File: src/rtl/cache_ctrl.sv
// cache_ctrl: 4-line fully-associative write-back cache controller with LRU replacement and RAM write-back/refill sequencing.
module cache_ctrl #(
    parameter int ADDR_W = 8,
    parameter int DATA_W = 8
) (
    input  logic              clock,
    input  logic              resetn,
    input  logic              req_valid,
    input  logic              req_we,
    input  logic [ADDR_W-1:0] req_addr,
    input  logic [DATA_W-1:0] req_wdata,
    output logic              req_ready,
    output logic              resp_valid,
    output logic [DATA_W-1:0] resp_rdata,
    output logic              resp_hit,
    output logic              ram_en,
    output logic              ram_we,
    output logic [ADDR_W-1:0] ram_addr,
    output logic [DATA_W-1:0] ram_wdata,
    input  logic [DATA_W-1:0] ram_rdata,
    input  logic              ram_ack,
    output logic [3:0]        wrenCache,
    output logic              wrenRam,
    output logic [3:0]        valid_o,
    output logic [3:0]        dirty_o
);
    typedef enum logic [2:0] {IDLE, LOOKUP, WRITEBACK, REFILL, RESP} state_t;
    state_t state, state_n;
    logic              a_we;
    logic [ADDR_W-1:0] a_addr;
    logic [DATA_W-1:0] a_wdata;
    logic [ADDR_W-1:0] tag [4];
    logic [DATA_W-1:0] data [4];
    logic [1:0]        age [4];
    logic [1:0]        v, vict, hit_idx, acc_idx;
    logic              hit, acc;
    always_comb begin
        state_n = state;
        hit     = 1'b0;
        hit_idx = 2'd0;
        vict    = 2'd0;
        for (int i = 3; i >= 0; i--) if (age[i] == 2'd3) vict = 2'(i);
        for (int i = 3; i >= 0; i--) if (!valid_o[i]) vict = 2'(i);
        for (int i = 0; i < 4; i++) if (valid_o[i] && tag[i] == a_addr) begin
            hit     = 1'b1;
            hit_idx = 2'(i);
        end
        acc     = (state == LOOKUP && hit) || (state == REFILL && ram_ack);
        acc_idx = state == LOOKUP ? hit_idx : v;
        case (state)
            IDLE:      state_n = req_valid && req_ready ? LOOKUP : IDLE;
            LOOKUP:    state_n = hit ? RESP : (valid_o[vict] && dirty_o[vict]) ? WRITEBACK : REFILL;
            WRITEBACK: state_n = ram_ack ? REFILL : WRITEBACK;
            REFILL:    state_n = ram_ack ? RESP : REFILL;
            default:   state_n = IDLE;
        endcase
    end
    always_ff @(posedge clock) begin
        if (!resetn) begin
            state      <= IDLE;
            req_ready  <= 1'b1;
            resp_valid <= 1'b0;
            resp_rdata <= '0;
            resp_hit   <= 1'b0;
            ram_en     <= 1'b0;
            ram_we     <= 1'b0;
            ram_addr   <= '0;
            ram_wdata  <= '0;
            wrenCache  <= '0;
            wrenRam    <= 1'b0;
            valid_o    <= '0;
            dirty_o    <= '0;
            a_we       <= 1'b0;
            a_addr     <= '0;
            a_wdata    <= '0;
            v          <= '0;
            for (int i = 0; i < 4; i++) begin
                tag[i]  <= '0;
                data[i] <= '0;
                age[i]  <= 2'(i);
            end
        end else begin
            state      <= state_n;
            req_ready  <= state_n == IDLE;
            resp_valid <= state == RESP;
            ram_en     <= state_n == WRITEBACK || state_n == REFILL;
            ram_we     <= state_n == WRITEBACK;
            wrenCache  <= '0;
            wrenRam    <= state == WRITEBACK && ram_ack;
            if (state == IDLE && req_valid) begin
                a_we    <= req_we;
                a_addr  <= req_addr;
                a_wdata <= req_wdata;
            end
            if (state == LOOKUP) begin
                v         <= vict;
                ram_addr  <= state_n == WRITEBACK ? tag[vict] : a_addr;
                ram_wdata <= data[vict];
            end
            if (state == LOOKUP && hit) begin
                resp_hit   <= 1'b1;
                resp_rdata <= a_we ? a_wdata : data[hit_idx];
                if (a_we) begin
                    data[hit_idx]    <= a_wdata;
                    dirty_o[hit_idx] <= 1'b1;
                    wrenCache        <= 4'b1 << hit_idx;
                end
            end
            if (state == WRITEBACK && ram_ack) begin
                dirty_o[v] <= 1'b0;
                ram_addr   <= a_addr;
            end
            // a write miss merges its data into the refill in the same cycle
            if (state == REFILL && ram_ack) begin
                data[v]    <= a_we ? a_wdata : ram_rdata;
                tag[v]     <= a_addr;
                valid_o[v] <= 1'b1;
                dirty_o[v] <= a_we;
                wrenCache  <= 4'b1 << v;
                resp_rdata <= a_we ? a_wdata : ram_rdata;
                resp_hit   <= 1'b0;
            end
            if (acc)
                for (int i = 0; i < 4; i++)
                    age[i] <= 2'(i) == acc_idx ? 2'd0 : age[i] < age[acc_idx] ? age[i] + 2'd1 : age[i];
        end
    end
endmodule

File: config.mk
export PLATFORM = sky130hd
export DESIGN_NAME = cache_ctrl
export DESIGN_NICKNAME = d
export VERILOG_FILES = /design/src/rtl/cache_ctrl.sv
export SDC_FILE = /design/constraint.sdc
export NUM_CORES = 1
export LEC_CHECK = 0
export ABC_AREA = 1
export ABC_CLOCK_PERIOD_IN_PS = 8400
export CORE_MARGIN = 8
export CORE_UTILIZATION = 59
export DETAILED_ROUTE_END_ITERATION = 6
export GPL_ROUTABILITY_DRIVEN = 0
export HOLD_SLACK_MARGIN = 0.1
export PLACE_DENSITY = 0.93
export SLEW_MARGIN = 20
export SYNTH_ARGS = -nofsm -noshare
export SYNTH_HDL_FRONTEND = slang
export SYNTH_SLANG_ARGS = --single-unit
File: constraint.sdc
create_clock -name clock -period 8.4 [get_ports clock]
set_clock_uncertainty 0.15 [all_clocks]
set_input_delay 0.84 -clock clock [delete_from_list [all_inputs] [get_ports clock]]
set_output_delay 0.84 -clock clock [all_outputs]
set_load 0.02 [all_outputs]
==> reports/results.txt, run 1 <==
The area growth from synthesis to layout works out to 19.99%. For this design the top-level I/O count stands at 71. For the starting density of the core, the log shows 60.81%.

After synthesis, the share of flip-flops with an asynchronous set or reset is 0%. Buffers added to address setup during post-CTS repair amount to 0. In the routed design, unresolved DRC markers number 4.

The logs give 211.4 MHz for the highest clock frequency the design can meet and 6756 for the total via count in the routed design. The run gives 0.01561 mm2 as the area of the die. For this block, the routed nets add up to 20580 um of wire. For the via count of the first global-routing pass, the log shows 6505. The leading cell type in the layout, fill and taps excluded is sky130_fd_sc_hd__nand2_1. The smallest clock period supported by the final layout is computed as 4730 ps.

The run gives 4670 ps as the arrival time reported for the critical path endpoint. The category of the most critical setup path was in2reg. The later-pin clock latency in the skew report was 430 ps; the number of DRC markers in iteration 0 was 1286.

Worst min-delay path category: reg2reg. In the layout the commonest cells are sky130_fd_sc_hd__nand2_1 (185), sky130_fd_sc_hd__nor2_1 (111), sky130_fd_sc_hd__inv_1 (95). Global-route usage over all layers: 26.30%. The first detailed-routing pass took 7 iterations. The total standard cell area after synthesis came out at 0.007003 mm2. The slack of the critical path is 3670 ps, and the die extent in x is 124.9 um.

STA classifies the critical path endpoint as a flip-flop. Yosys printed 0 warnings. The post-synthesis mux area share was 0%. For the pin with the worst max-slew slack, the measured transition is 1168 ps.

Dividing the detail-routed wire length by the instance count gives 18.97 um. The final count of pins violating max slew was 0; the average cell area after synthesis was 8.031 um2. After synthesis the netlist holds a flip-flop and latch count of 136.

The via density per instance works out to 6.227. The run finished, with violations left. The logs give 48 for the largest net degree at the start of global routing and 14190 um for the HPWL after detailed placement. The number of nets handed over by synthesis was 909. The longest clock path from root to sink contains 2 buffers. The number of antenna-violating nets in the routed design was 0.

TritonCTS built the clock tree. Setup violations remaining at the end of the flow were counted as 0. The share of the Yosys chip area taken by registers is 49.17%.

The tools report the clock root buffer as sky130_fd_sc_hd__clkbuf_16. For the number of nets in the layout, the log shows 967. The final reports fail on DRC. Y dimension of the die: 124.9 um. At the placement stage, the worst setup path has a slack of 3403 ps. The run gives 0 as the final hold violation count. The synthesized netlist devotes 1.429% of its cell area to adder and majority cells. The total negative slack for setup checks was 0 ps. The number of I/O port buffers works out to 70. After floorplanning, the core was sized to cover 0.01152 mm2. The worst-case register-to-register setup slack came out at 4470 ps. The area fraction in compound gates after synthesis is 14.40%.

The main combinational cell family by area after synthesis is simple AND/OR/NAND/NOR gates. The clock transition time at the flip-flop clock pins of the worst setup and hold paths is 50 ps. The number of gates resized after CTS was 0.

Counting the fill cells in the layout gives 801. Counting every instance in the synthesized netlist gives 872. Setup repair after global routing left no endpoint under its margin.

Predominant post-synthesis flop cell: sky130_fd_sc_hd__edfxtp_1. The number of hold buffers added after CTS was 0. The logs give 0 for the initial antenna violation count and 4 for the maximum level of the CTS H-tree. Across the run, the number of max-cap violations was 0.

The largest driver fanout on the critical path was 41; the xor-xnor portion of the synthesized cell area was 1.376%. The areal power density over the cells is 254.2 mW/mm2, and the peak supply drop is 0.1859 mV. The run gives 17 as the number of buffers created by CTS. In this run the critical register-to-register path is launched from state[1]. For the total overflow reported by the global router, the log shows 0. The worst register-to-register path ends at tag[2][2]. The data required time of the worst path was 8340 ps; the global-route wire length before repair was 33000 um.

For the number of distinct standard cells referenced by the synthesized netlist, the log shows 48. In the finished design, the share of the clock period the worst path needs comes to 56.31%. Launching element type of the critical path: a primary input. The worst relative slew slack is 21.87%. The number of cells traversed by the worst register-to-register path is 12, and the cell depth of the worst hold path is 2. The clock drives 136 sinks. The floorplan has 39 rows.

The cell leakage power is 0.003451 uW, and the number of antenna repair diodes is 0. Share of post-route cells with drive strength above 1: 9.554%. The startpoint identified for the worst hold timing path is ram_addr[4].

The count of flip-flops with a built-in enable after synthesis was 72. After Yosys synthesis, and, or, nand and nor cells account for 25.44% of the synthesized area. The worst hold path terminates at ram_addr[4].
## metrics by stage
step           std cells  hold slack [ps]  area [um2]  utilization (%)  power [uW]
2_1_floorplan        872            311.4        7003                -        1148
3_3_place_gp        1054            296.3        7751            67.31        1293
3_5_place_dp        1054            307.3        7751            67.31        1310
4_1_cts             1085            315.8        8398            72.92        2119
5_1_grt             1085            332.8        8403            72.97        2213
6_report            1085            312.6        8403            72.97        2136
## Yosys cell counts (2+ instances only)
library cell               instances  area (um2)
sky130_fd_sc_hd__a22oi_1           2       15.01
sky130_fd_sc_hd__clkbuf_1         25       93.84
sky130_fd_sc_hd__nand3_4           2       35.03
sky130_fd_sc_hd__o21ai_1           2       10.01
sky130_fd_sc_hd__a21oi_4           2       32.53
sky130_fd_sc_hd__nand2_4           3       33.78
sky130_fd_sc_hd__nor3_1           18       90.09
sky130_fd_sc_hd__a21oi_1          48       240.2
sky130_fd_sc_hd__or2_2             9       56.30
sky130_fd_sc_hd__buf_1             3       11.26
sky130_fd_sc_hd__o21ai_0          71       355.3
sky130_fd_sc_hd__buf_6             3       33.78
sky130_fd_sc_hd__nand4_1          11       68.82
sky130_fd_sc_hd__o221ai_1          6       52.55
sky130_fd_sc_hd__nor2_4            2       22.52
sky130_fd_sc_hd__ha_1              8       100.1
sky130_fd_sc_hd__nor2_1          111       416.7
sky130_fd_sc_hd__nor2_2            4       25.02
sky130_fd_sc_hd__nand2_2           5       31.28
sky130_fd_sc_hd__dfxtp_1          64        1281
sky130_fd_sc_hd__o211ai_1         14       105.1
sky130_fd_sc_hd__nand3_1          44       220.2
sky130_fd_sc_hd__clkinv_1          2       7.510
sky130_fd_sc_hd__xnor2_1           8       70.07
sky130_fd_sc_hd__edfxtp_1         72        2162
sky130_fd_sc_hd__nand3_2           3       30.03
sky130_fd_sc_hd__o21ai_2           8       70.07
sky130_fd_sc_hd__buf_2             3       15.01
sky130_fd_sc_hd__inv_1            95       356.6
sky130_fd_sc_hd__nand2_1         185       694.4
sky130_fd_sc_hd__xor2_1            3       26.28
sky130_fd_sc_hd__inv_2            11       41.29
sky130_fd_sc_hd__a31oi_1           5       31.28
sky130_fd_sc_hd__o22ai_1           6       37.54
## how the worst max path moves through the flow
stage / endpoint / from / cells after the start
6_report: tag[2][2] / resetn / 10
5_1_grt: tag[2][3] / resetn / 10
4_1_cts: tag[2][2] / resetn / 10
3_5_place_dp: tag[2][1] / resetn / 10
3_3_place_gp: tag[2][3] / resetn / 10
2_1_floorplan: age[0][0] / valid_o[2] / 16
## sequential cells by signal, indices dropped and copies added, names as in the netlist
name / flops
dirty_o: 4
a_addr: 8
wrenRam: 1
ram_we: 1
data: 32
a_wdata: 8
tag: 32
valid_o: 4
wrenCache: 4
resp_rdata: 8
ram_wdata: 8
resp_valid: 1
state: 3
ram_en: 1
resp_hit: 1
a_we: 1
age: 8
v: 2
req_ready: 1
ram_addr: 8
## final cells by class
cell class	instances	area [um2]	share of cell area, %
Clock inverter	11	168.9	2.010
Clock buffer	20	478.0	5.688
Inverter	109	411.6	4.899
Sequential cell	136	3443	40.98
Tap cell	143	178.9	2.129
Timing Repair Buffer	74	730.7	8.696
Multi-Input combinational cell	592	2992	35.60
## cell families (layout without fill, tap and decap cells)
logic type | Yosys count | count (layout)
flip-flops | 136 | 136
adder cells (fa/ha/maj) | 8 | 8
AND/OR/NAND/NOR | 403 | 403
buffers and inverters | 144 | 214
XOR/XNOR | 11 | 11
AO/OA/AOI/OAI | 170 | 170
## metal layers
layer	up-vias	share of wire, %	track usage (%)
li1	3013	-	-
met1	3084	37	32.27
met2	562	45	40.98
met3	97	14	7.947
met4	0	4.2	14.26
met5	-	0	0
## where the power goes
part           total [uW]  switching, uW  internal (uW)
Sequential            824           56.6            768
Clock                 817            289            528
Combinational         494            326            168
Total                2140            672           1460
## critical path, stage by stage
cell and delay (ps):
sky130_fd_sc_hd__clkdlybuf4s50_1 460, sky130_fd_sc_hd__buf_4 370, sky130_fd_sc_hd__inv_1 470, sky130_fd_sc_hd__nor2_1 780, sky130_fd_sc_hd__inv_1 580, sky130_fd_sc_hd__nor2_1 390, sky130_fd_sc_hd__inv_1 120, sky130_fd_sc_hd__nor2_1 240
sky130_fd_sc_hd__inv_1 120, sky130_fd_sc_hd__nand2_1 290
Power figures use the tool's default switching activity.
==> inputs of run 2 (changes only) <==
ABC_CLOCK_PERIOD_IN_PS = 4400   (was 8400)
CORE_UTILIZATION = 57   (was 59)
PLACE_DENSITY = 0.91   (was 0.93)
clock period = 4.4 ns   (was 8.4 ns; I/O delays follow)
==> reports/results.txt, run 2 (same netlist as run 1, synthesis figures left out) <==
The flow ran to the end, but the final reports show violations. The final reports fail on DRC. The origin of the worst min-delay path was ram_addr[3].

Headroom to the max-slew limit came out at 41.75%. The worst setup path is captured at a flip-flop. The routed design uses 2561 um of met3 wire. Area of the die: 0.01609 mm2.

For this run, the detailed router's first-pass iteration total came to 7. The y dimension of the die was 126.8 um; the number of instances resized during post-cts repair was 0. Post-placement setup slack: 833.7 ps. The areal power density over the cells is 464.2 mW/mm2. STA classifies the critical path startpoint as a flip-flop. The die extent in x was 126.8 um; the post-CTS setup buffer count was 0. For the arrival time reported for the critical path endpoint, the log shows 3600 ps. Summed over all layers, the routed wires come to 20050 um.

Across all setup checks in the final design, the least slack found is 768.8 ps. The tools report the later-pin clock latency in the skew report as 430 ps. The endpoint of the worst-slack reg-to-reg timing path was age[1][0]. In the final layout, the registers with the most flip-flops are data (32), tag (32).

The tools report the start of the worst register-to-register path as a_addr[6]. Number of antenna-violating nets in the routed design: 0. Summed over all nets, the half-perimeter wirelength after detailed placement is 13770 um. Buffers inserted during clock tree synthesis total 17. The clock root buffer is sky130_fd_sc_hd__clkbuf_16.

The detailed router finished its first iteration with 905 violations. The routed layout has 6613 vias. Net switching is 34.60% of the power.

Counting I/O delays and the setup requirement, the final critical path takes 3631 ps. The run gives 0 as the number of antenna repair diodes. The category of the most critical setup path was reg2reg.

The worst hold path passes through 2 cells. The share of the clock period used by the worst path works out to 82.53%. At the pin with the least slew margin, the transition time is 872.7 ps. The analysis attributes to cell leakage a power of 0.003418 uW. Registers take 0.003443 mm2.

The via density per instance works out to 6.045. The number of cells traversed by the worst register-to-register path came out at 14. The logs give 3875 uW for the overall power after layout and 0 for the final hold violation count. The library cell used most frequently in the layout, excluding fill and tap cells, is sky130_fd_sc_hd__nand2_1. The maximum number of buffers from clock root to sink was 2; the via count of the first global-routing pass was 6228.

In this run, post-CTS hold repair placed 0 buffers. For hold timing, the worst endpoint is ram_addr[3]. Leaving out fill and tap cells, the most frequent cells in the layout are sky130_fd_sc_hd__nand2_1 (185), sky130_fd_sc_hd__nor2_1 (110), sky130_fd_sc_hd__inv_1 (95).

After filler insertion, the fill cell instance count of the layout stands at 900. The largest driver fanout on the critical path was 15; the area of the core was 0.01201 mm2. The tools report the initial antenna violation count as 0. The logs give 971 for the number of nets in the layout and 31440 um for the global-route wire length before repair. Setup violations remaining at the end of the flow were counted as 0. The H-tree was split into 4 levels. TritonCTS built the clock tree. The setup check on the worst reg-to-reg path leaves a slack of 770 ps. In this run the top signal layer used is met4. After clock tree synthesis, the clock-pin slew on the worst setup and hold paths is 60 ps.

Detailed-routing wirelength on met1: 7926 um. Entering global routing, the biggest net connects 47 pins. The path class of the tightest hold or removal check is reg2reg. The wire length on met2 was 8793 um; the share of post-route cells with drive strength above 1 was 10.03%.

The run gives 1341 uW as the switching power of the nets. The tree built by TritonCTS fans out to 136 sinks. For the clock share of power, the log shows 35.2%. The final-layout worst hold slack was 318.4 ps.

The total negative slack for setup checks was 0 ps; the internal power was 2534 uW. For this run, the total global-route usage over all layers was measured as 24.61%. The total of max-cap violations is 0, and the number of I/O port buffers is 70.

Row generation in the floorplan step produced 40 rows. For the share of power burned in registers, the log shows 40.4%. Setup repair after global routing left no endpoint under its margin. The final count of pins violating max slew came out at 0. For the DRC violation count after routing, the log shows 1. Combinational logic burns 24.4% of the power. The highest clock frequency the design can meet came out at 275.4 MHz.

Data on the critical path is required at its endpoint by 4370 ps. The initial utilization of the core area, before any placement, comes to 58.30%. For this run the aggregate overflow at the end of global routing stands at 0. The average routed wire per standard cell works out to 18.33 um. Relative to the synthesized area, the layout overhead comes to 19.19%.

Across the VDD grid, the largest voltage drop is 0.2447 mV. For the area of the multi-input gates, the log shows 0.002989 mm2. Cells fill 69.49% of the core in the end. 71 I/O pins were placed.
## run 2: changes by cell type in the layout (fill, tap and decap cells not counted), sizes merged
cell | before | now
inv | 107 | 118
clkinv | 8 | 3
buf | 4 | 8
bufinv | 4 | 0
clkbuf | 20 | 17
clkinvlp | 1 | 3
## run 2: stage by stage
stage	instance area [um2]	std cells
2_1_floorplan	7003	872
3_3_place_gp	7786	1062
3_5_place_dp	7786	1062
4_1_cts	8344	1094
5_1_grt	8347	1094
6_report	8347	1094
## run 2: final cells by class
class	instances	area share [%]
Sequential cell	136	41.25
Multi-Input combinational cell	592	35.81
Timing Repair Buffer	78	9.114
Clock buffer	17	5.097
Tap cell	147	2.204
Clock inverter	15	1.589
Inverter	109	4.932
## run 2: worst max path at each step
stage | depth (start not counted) | start | endpoint | slack [ps]
2_1_floorplan | 16 | valid_o[2] | age[0][0] | 1490
3_3_place_gp | 12 | ram_ack | tag[2][3] | 920
3_5_place_dp | 12 | ram_ack | tag[2][4] | 830
4_1_cts | 14 | a_addr[6] | age[0][0] | 840
5_1_grt | 14 | a_addr[6] | age[3][0] | 550
6_report | 14 | a_addr[6] | age[1][0] | 770
## run 2: power groups by stage
stage	combinational [uW]	sequential, uW	clock (uW)
5_1_grt	1030	1580	1410
3_5_place_dp	924	1590	0
6_report	946	1560	1360
4_1_cts	930	1560	1350
2_1_floorplan	568	1620	0
3_3_place_gp	898	1580	0
## run 2: metal layers
| metal | GRT usage (%) | vias up |
|---|---|---|
| li1 | - | 3018 |
| met1 | 30.96 | 2972 |
| met5 | 0 | - |
| met3 | 7.876 | 93 |
| met2 | 37.70 | 530 |
| met4 | 11.48 | 0 |
## run 2: worst max-delay path, cell delays in order, from the launching register on
cell	delay [ps]
sky130_fd_sc_hd__dfxtp_1	530
sky130_fd_sc_hd__xnor2_1	200
sky130_fd_sc_hd__nand3_1	100
sky130_fd_sc_hd__nor2_1	180
sky130_fd_sc_hd__nand3_2	340
sky130_fd_sc_hd__nand2_2	380
sky130_fd_sc_hd__inv_1	90
sky130_fd_sc_hd__o21ai_2	200
sky130_fd_sc_hd__inv_1	140
sky130_fd_sc_hd__nand2_1	110
sky130_fd_sc_hd__o221ai_1	230
sky130_fd_sc_hd__ha_1	340
sky130_fd_sc_hd__nand2_1	80
sky130_fd_sc_hd__nand2_1	50
sky130_fd_sc_hd__a21oi_1	200
==> inputs of run 3 (changes only) <==
ABC_CLOCK_PERIOD_IN_PS = 3600   (was 4400)
clock period = 3.6 ns   (was 4.4 ns; I/O delays follow)
==> reports/results.txt, run 3 (same netlist as run 1, synthesis figures left out) <==
The largest registers in the layout are data (32), tag (32). In the final timing run, aggregate negative setup slack is 0 ps. DRC violation count after routing: 0. The worst setup path is of the reg2reg kind. The logs give 0 for the final count of pins violating max slew and 24.7% for the part of the total power dissipated in combinational logic.

The logs give 3230 ps for the arrival time reported for the critical path endpoint and 70.63% for the post-layout utilization of the core. The tools report the endpoint of the worst-slack reg-to-reg timing path as age[2][0]. Final hold violation count: 0.

Clock-pin slew was measured on the worst setup and hold paths at 60 ps. The worst register-to-register path begins at a_addr[2]. The final count of negative-setup-slack endpoints is 0. In the final layout, the share of cells above drive strength 1 is 10.96%. The root buffer cell chosen for the clock tree is sky130_fd_sc_hd__clkbuf_16.

The average routed wire per standard cell came out at 19.24 um. Measured against its own limit, the worst slew margin works out to 47.08%. Timing would allow up to 306.4 MHz. The flow ran to the end, and the final reports show no timing, DRC or antenna violations. The number of buffers created by CTS was 17; the number of antenna-violating nets in the routed design was 0. The die is 126.8 um tall. The number of setup buffers added after CTS is 0.

The logs give 0.003000 mm2 for the area of the multi-input gates and 26.89% for the global-route usage over all layers. Clock latency on the worst-skew pair, taken at its later pin, is 430 ps. The filler cells instantiated in the layout total 852.

The die extent in x is 126.8 um, and the initial antenna violation count is 0. The maximum number of buffers from clock root to sink came out at 2. The worst min-delay path category is reg2reg. In this run the power density over the cells is 579.3 mW/mm2. Max-cap violations in this run came to 0. The top cell types in the final layout, fill and taps aside, are sky130_fd_sc_hd__nand2_1 (185), sky130_fd_sc_hd__nor2_1 (111), sky130_fd_sc_hd__inv_1 (95). The worst hold path begins at ram_addr[3].

For the internal power, the log shows 3265 uW. For this design the total switching power over the nets is 1649 uW. The number of antenna diodes in the final layout is 0. The design draws 4914 uW. The number of DRC markers in iteration 0 is 1235, and the peak supply drop is 0.2956 mV. Entering global routing, the biggest net connects 42 pins.

After detailed routing, the total wire length is 21260 um. Setup repair after global routing left no endpoint under its margin. The number of cells traversed by the worst register-to-register path was 14; the largest driver fanout on the critical path was 15.

The run gives 136 as the number of sinks handled by clock tree synthesis. The share of the clock period used by the worst path was 90.67%; the maximum level of the CTS H-tree was 4. Port buffering added 70 buffers. Summing all flip-flop and latch instances after layout gives 0.003443 mm2.

Pin placement for this block handled 71 I/O pins. For the via count of the first global-routing pass, the log shows 6648. At the worst endpoint, the required time is 3560 ps.

The final period demand of the worst path was 3264 ps; the cell depth of the worst hold path was 2. The transition time of the tightest slew-check pin was 790.8 ps; the total via count in the routed design was 6777. After legalization and detailed placement, the total HPWL measured 14090 um. The share of total power dissipated in the clock network is 36.4%. The first global-routing pass estimated 34270 um of wire. Global routing finished with a remaining overflow of 0. The launching element type of the critical path was a flip-flop.

The tools report the share of power burned in registers as 38.9%. The run gives 982 as the number of nets in the layout. TritonCTS built the clock tree. Critical path endpoint category: a flip-flop.

The run gives 58.30% as the starting density of the core. The library cell used most frequently in the layout, excluding fill and tap cells, is sky130_fd_sc_hd__nand2_1. The via density per instance is 6.133. Summed over all cells, the static leakage comes to 0.003499 uW. The area growth from synthesis to layout works out to 21.14%.

The end point of the most critical hold path was ram_addr[3]. The fraction of power spent switching nets was 33.56%. Row generation in the floorplan step produced 40 rows.

The first TritonRoute pass finished after 6 iterations. The area of the die was 0.01609 mm2; the area of the core was 0.01201 mm2. The worst register-to-register path has a setup slack of 340 ps.
run 3: per-layer routing:
layer  vias up  routed length, um  track usage (%)
met4         2               1105            15.75
met5         -                 54            2.606
met1      3041               7806            32.20
li1       3040                  -                -
met3       131               2901            8.295
met2       563               9393            41.71
run 3: power by group through the flow:
| stage | registers, uW | logic, uW | clock network (uW) |
|---|---|---|---|
| 2_1_floorplan | 1980 | 694 | 0 |
| 3_3_place_gp | 1930 | 1130 | 0 |
| 3_5_place_dp | 1930 | 1160 | 0 |
| 4_1_cts | 1910 | 1180 | 1780 |
| 5_1_grt | 1930 | 1320 | 1850 |
| 6_report | 1910 | 1210 | 1790 |
run 3: final cells by class:
class                      count  share of cell area, %
sequential                   136                  40.59
inverter                     109                  4.853
timing repair buffer          89                  9.941
multi-input combinational    592                  35.37
clock buffer                  18                  5.177
clock inverter                14                  1.903
tap                          147                  2.168
run 3: per-stage QoR:
stage | setup WS, ps | cell area, um2 | hold slack, ps | instances
finish | 335.9 | 8483 | 309.8 | 1105
global route | 23.87 | 8483 | 345.4 | 1105
CTS | 270.8 | 8469 | 313.9 | 1105
detailed placement | 335.4 | 7869 | 304.6 | 1073
global placement | 480.1 | 7869 | 300.2 | 1073
floorplan | 692.6 | 7003 | 311.4 | 872
run 3: worst max path at each step:
stage / start / to / cells after the start
floorplan: valid_o[2] / age[0][0] / 16
global placement: a_addr[3] / age[2][0] / 15
detailed placement: a_addr[2] / age[2][0] / 13
CTS: a_addr[2] / age[3][1] / 13
global route: a_addr[1] / age[2][0] / 18
finish: a_addr[2] / age[2][0] / 14
run 3: timing repair:
action                                  4_1_cts  5_1_grt
gates resized for setup                       0        2
hold buffers                                  0        0
endpoints found under the setup margin        0        8
hold endpoints to repair                      0        0
run 3: worst max-delay path: stages, from the launching register on:
cell and delay, ps:
sky130_fd_sc_hd__dfxtp_1 380, sky130_fd_sc_hd__xnor2_1 300, sky130_fd_sc_hd__nand3_1 120, sky130_fd_sc_hd__nor2_1 200, sky130_fd_sc_hd__nand3_4 230, sky130_fd_sc_hd__nand3_1 210, sky130_fd_sc_hd__nand2_1 150, sky130_fd_sc_hd__inv_1 160
sky130_fd_sc_hd__nor2_1 50, sky130_fd_sc_hd__o21ai_0 170, sky130_fd_sc_hd__o221ai_2 170, sky130_fd_sc_hd__ha_1 300, sky130_fd_sc_hd__nand2_1 80, sky130_fd_sc_hd__nand2_1 50, sky130_fd_sc_hd__a21oi_1 220
==> variant: new RTL, settings of run 2 <==
Reset style: asynchronous (`resetn`), changed in one clocked block.
--- a/src/rtl/cache_ctrl.sv
+++ b/src/rtl/cache_ctrl.sv
@@ -56,5 +56,5 @@
         endcase
     end
-    always_ff @(posedge clock) begin
+    always_ff @(posedge clock or negedge resetn) begin
         if (!resetn) begin
             state      <= IDLE;
Formal check against the unedited RTL: differs if resetn is asserted again (counterexample within 4 cycles, from zero or initial values and one cycle with resetn low); with resetn held inactive, the same outputs for 10 cycles.
==> variant against run 2 <==
The run still ends with design-rule violations left; sequential share of layout area down 2.9 points; worst setup slack better by 0.23 ns; die area up 6.3%; sequential cell count unchanged; routed wire length up 15%; first-iteration DRC count up 54%; non-clock buffer count up 2; area after synthesis up 7.2%; cell area up 6.6%; count of clock-buffer cells in the layout unchanged; critical path type unchanged; largest cell class unchanged.
Power is not compared: it rests on default switching activity, and its combinational part moved more than twofold at a synthesized area within 25%.
==> variant: results (changes against run 2) <==
set qor(first_global_vias) 7170 ;# +15%
set qor(max_slew.worst_pin.slew_ns) 0.952 ;# +0.0796 ns
set qor(number_of_h_tree_levels) 4 ;# unchanged
set qor(clock_latency_ns) 0.44
set qor(post_synthesis_net_count) 1090 ;# +20%
set qor(internal_power_uw) 3110
set qor(worst_path_largest_cell_delay_ns) 0.57 ;# +0.04 ns
set qor(r2r_end) {data[25]$_DFF_PN0_}
set qor(routed-wl-met3_um) 3220 ;# +26%
set qor(worst_hold_path_class) {flop to flop}
set qor(io_buf_count) 70 ;# unchanged
set qor(antenna_cells) 0 ;# unchanged
set qor(timing.critical_path.slowest_stage_cell) {dfrtp_1}
set qor(synth_flop_cell) {dfrtp_1}
set qor(failed_checks) {design-rule violations}
set qor(netlist-cell-type-count) 37 ;# -23%
set qor(num-fill-cells) 1072 ;# +19%
set qor(setup_viol_count_final) 0 ;# unchanged
set qor(post_cts.repair.setup_buffers) 0 ;# unchanged
set qor(drive_above_1_share) 0.0704 ;# -0.0299
set qor(drc_violations_left) 1 ;# unchanged
set qor(r2r-start) {a_addr[7]$_DFFE_PN0P_}
set qor(clk_transition_reported_paths_ns) 0.06 ;# about the same
set qor(dr.pass1.iters) 7 ;# unchanged
set qor(static-leakage-power_uw) 0.00446
set qor(cts_inserted_buffers) 17 ;# unchanged
set qor(crit_fanout) 14 ;# -1
set qor(async_flop_share) 1.00 ;# +1.00
set qor(critPathKind) {flop to flop}
set qor(worst-r2r-setup-slack_ns) 1.0 ;# +0.23 ns
set qor(topRoutingLayerUsed) {met4}
set qor(met1Wirelength_um) 8710 ;# +9.9%
set qor(synth_common_cells) {nand2_1 (377), dfrtp_1 (131), inv_1 (116)}
set qor(ys.warnings.count) 0 ;# unchanged
set qor(register_to_register_path_depth) 16 ;# +2
set qor(maximum_root_to_sink_buffer_count) 2 ;# unchanged
set qor(routed-via-count) 7738 ;# +17%
set qor(outcome) {finished, violations left}
set qor(slew_violations) 0 ;# unchanged
set qor(worst_path_dominant_cell_family) {simple AND/OR/NAND/NOR gates}
set qor(critPathArrivalTime_ns) 3.63 ;# +0.03 ns
set qor(grt_max_degree) 114 ;# +140%
set qor(yosysSeqAreaShare) 0.454 ;# -0.0377
set qor(clk_root_buffer_cell) {clkbuf_16}
set qor(post_synth_main_area_contributors) {dfrtp_1 (44%), nand2_1 (19%), o21ai_0 (7.6%)}
set qor(place.detailed.hpwl_um) 15200 ;# +10%
set qor(antenna_found_initial) 0 ;# unchanged
set qor(routed_wirelength_um) 23100 ;# +15%
set qor(dr.first_iter.drc_count) 1393 ;# +54%
set qor(vdd.ir_drop.worst_uv) 307
set qor(grt_util_all_layers) 0.279 ;# +0.0325
set qor(wl_met2_um) 10100 ;# +15%
set qor(grt_first_pass_wirelength_um) 36500 ;# +16%
set qor(largest_registers) {data (32), tag (32)}
set qor(hp-start) {ram_wdata[0]$_DFFE_PN0N_}
==> variant: cell count changes after synthesis, moves of 9 or more <==
cell and delta:
a21oi_1 -19, dfrtp_1 +131, dfxtp_1 -64, edfxtp_1 -72, inv_1 +21, nand2_1 +192, nand3_1 +36, nand4_1 -10
nor2_1 -51, nor3_1 -13, o211ai_1 -9, o21ai_0 +43, o21ai_1 +11, or2_2 -9
==> variant: power by group through the flow <==
stage	sequential [uW]	combinational (uW)	clock [uW]
finish	1920	1980	1410
global route	1940	2170	1470
detailed placement	1910	1920	0
CTS	1900	1950	1410
floorplan	1930	1170	0
global placement	1900	1880	0
==> variant: per-layer routing <==
metal	vias to the layer above	GRT usage
met3	137	0.0897
met2	657	0.413
met5	-	0
li1	3452	-
met1	3492	0.359
met4	0	0.143
==> variant: per-stage QoR <==
step	total power, uW	worst slack (ns)	instances	instance area [um^2]	hold slack, ns
after detailed placement	3830	1.12	1266	8310	0.320
after CTS	5250	1.06	1298	8890	0.335
final	5320	0.995	1298	8900	0.332
after global routing	5580	0.697	1298	8900	0.355
after global placement	3780	1.26	1266	8310	0.313
after floorplan	3100	1.65	1053	7510	-0.00559
==> variant: worst min-delay path by stage <==
stage | to | slack (ns) | depth (start not counted)
floorplan | a_addr[0]$_DFFE_PN0P_ | -0.006 | 0
global placement | ram_wdata[0]$_DFFE_PN0N_ | 0.31 | 2
detailed placement | ram_wdata[2]$_DFFE_PN0N_ | 0.32 | 2
CTS | ram_wdata[0]$_DFFE_PN0N_ | 0.33 | 2
global route | ram_wdata[1]$_DFFE_PN0N_ | 0.36 | 2
finish | ram_wdata[0]$_DFFE_PN0N_ | 0.33 | 2
==> variant: timing repair <==
| item | CTS | global route |
|---|---|---|
| endpoints found under the hold margin | 104 | 0 |
| gates resized for setup | 0 | 0 |
| hold buffers | 1 | 0 |
==> variant: kinds of logic (layout without fill, tap and decap cells) <==
| family | Yosys count | count (layout) | share of synthesized area |
|---|---|---|---|
| xor+xnor | 7 | 7 | 0.00816 |
| simple gates | 540 | 540 | 0.298 |
| buf+inv | 176 | 245 | 0.0923 |
| compound gates | 186 | 186 | 0.134 |
| flops | 136 | 136 | 0.454 |
| fa+ha+maj | 8 | 8 | 0.0133 |
==> variant: area by class of cell <==
class                           count  share of cell area
Sequential cell                   136               0.383
Multi-Input combinational cell    741               0.383
Timing Repair Buffer               80              0.0879
Inverter                          134              0.0565
Clock buffer                       17              0.0478
Tap cell                          176              0.0248
Clock inverter                     14              0.0167
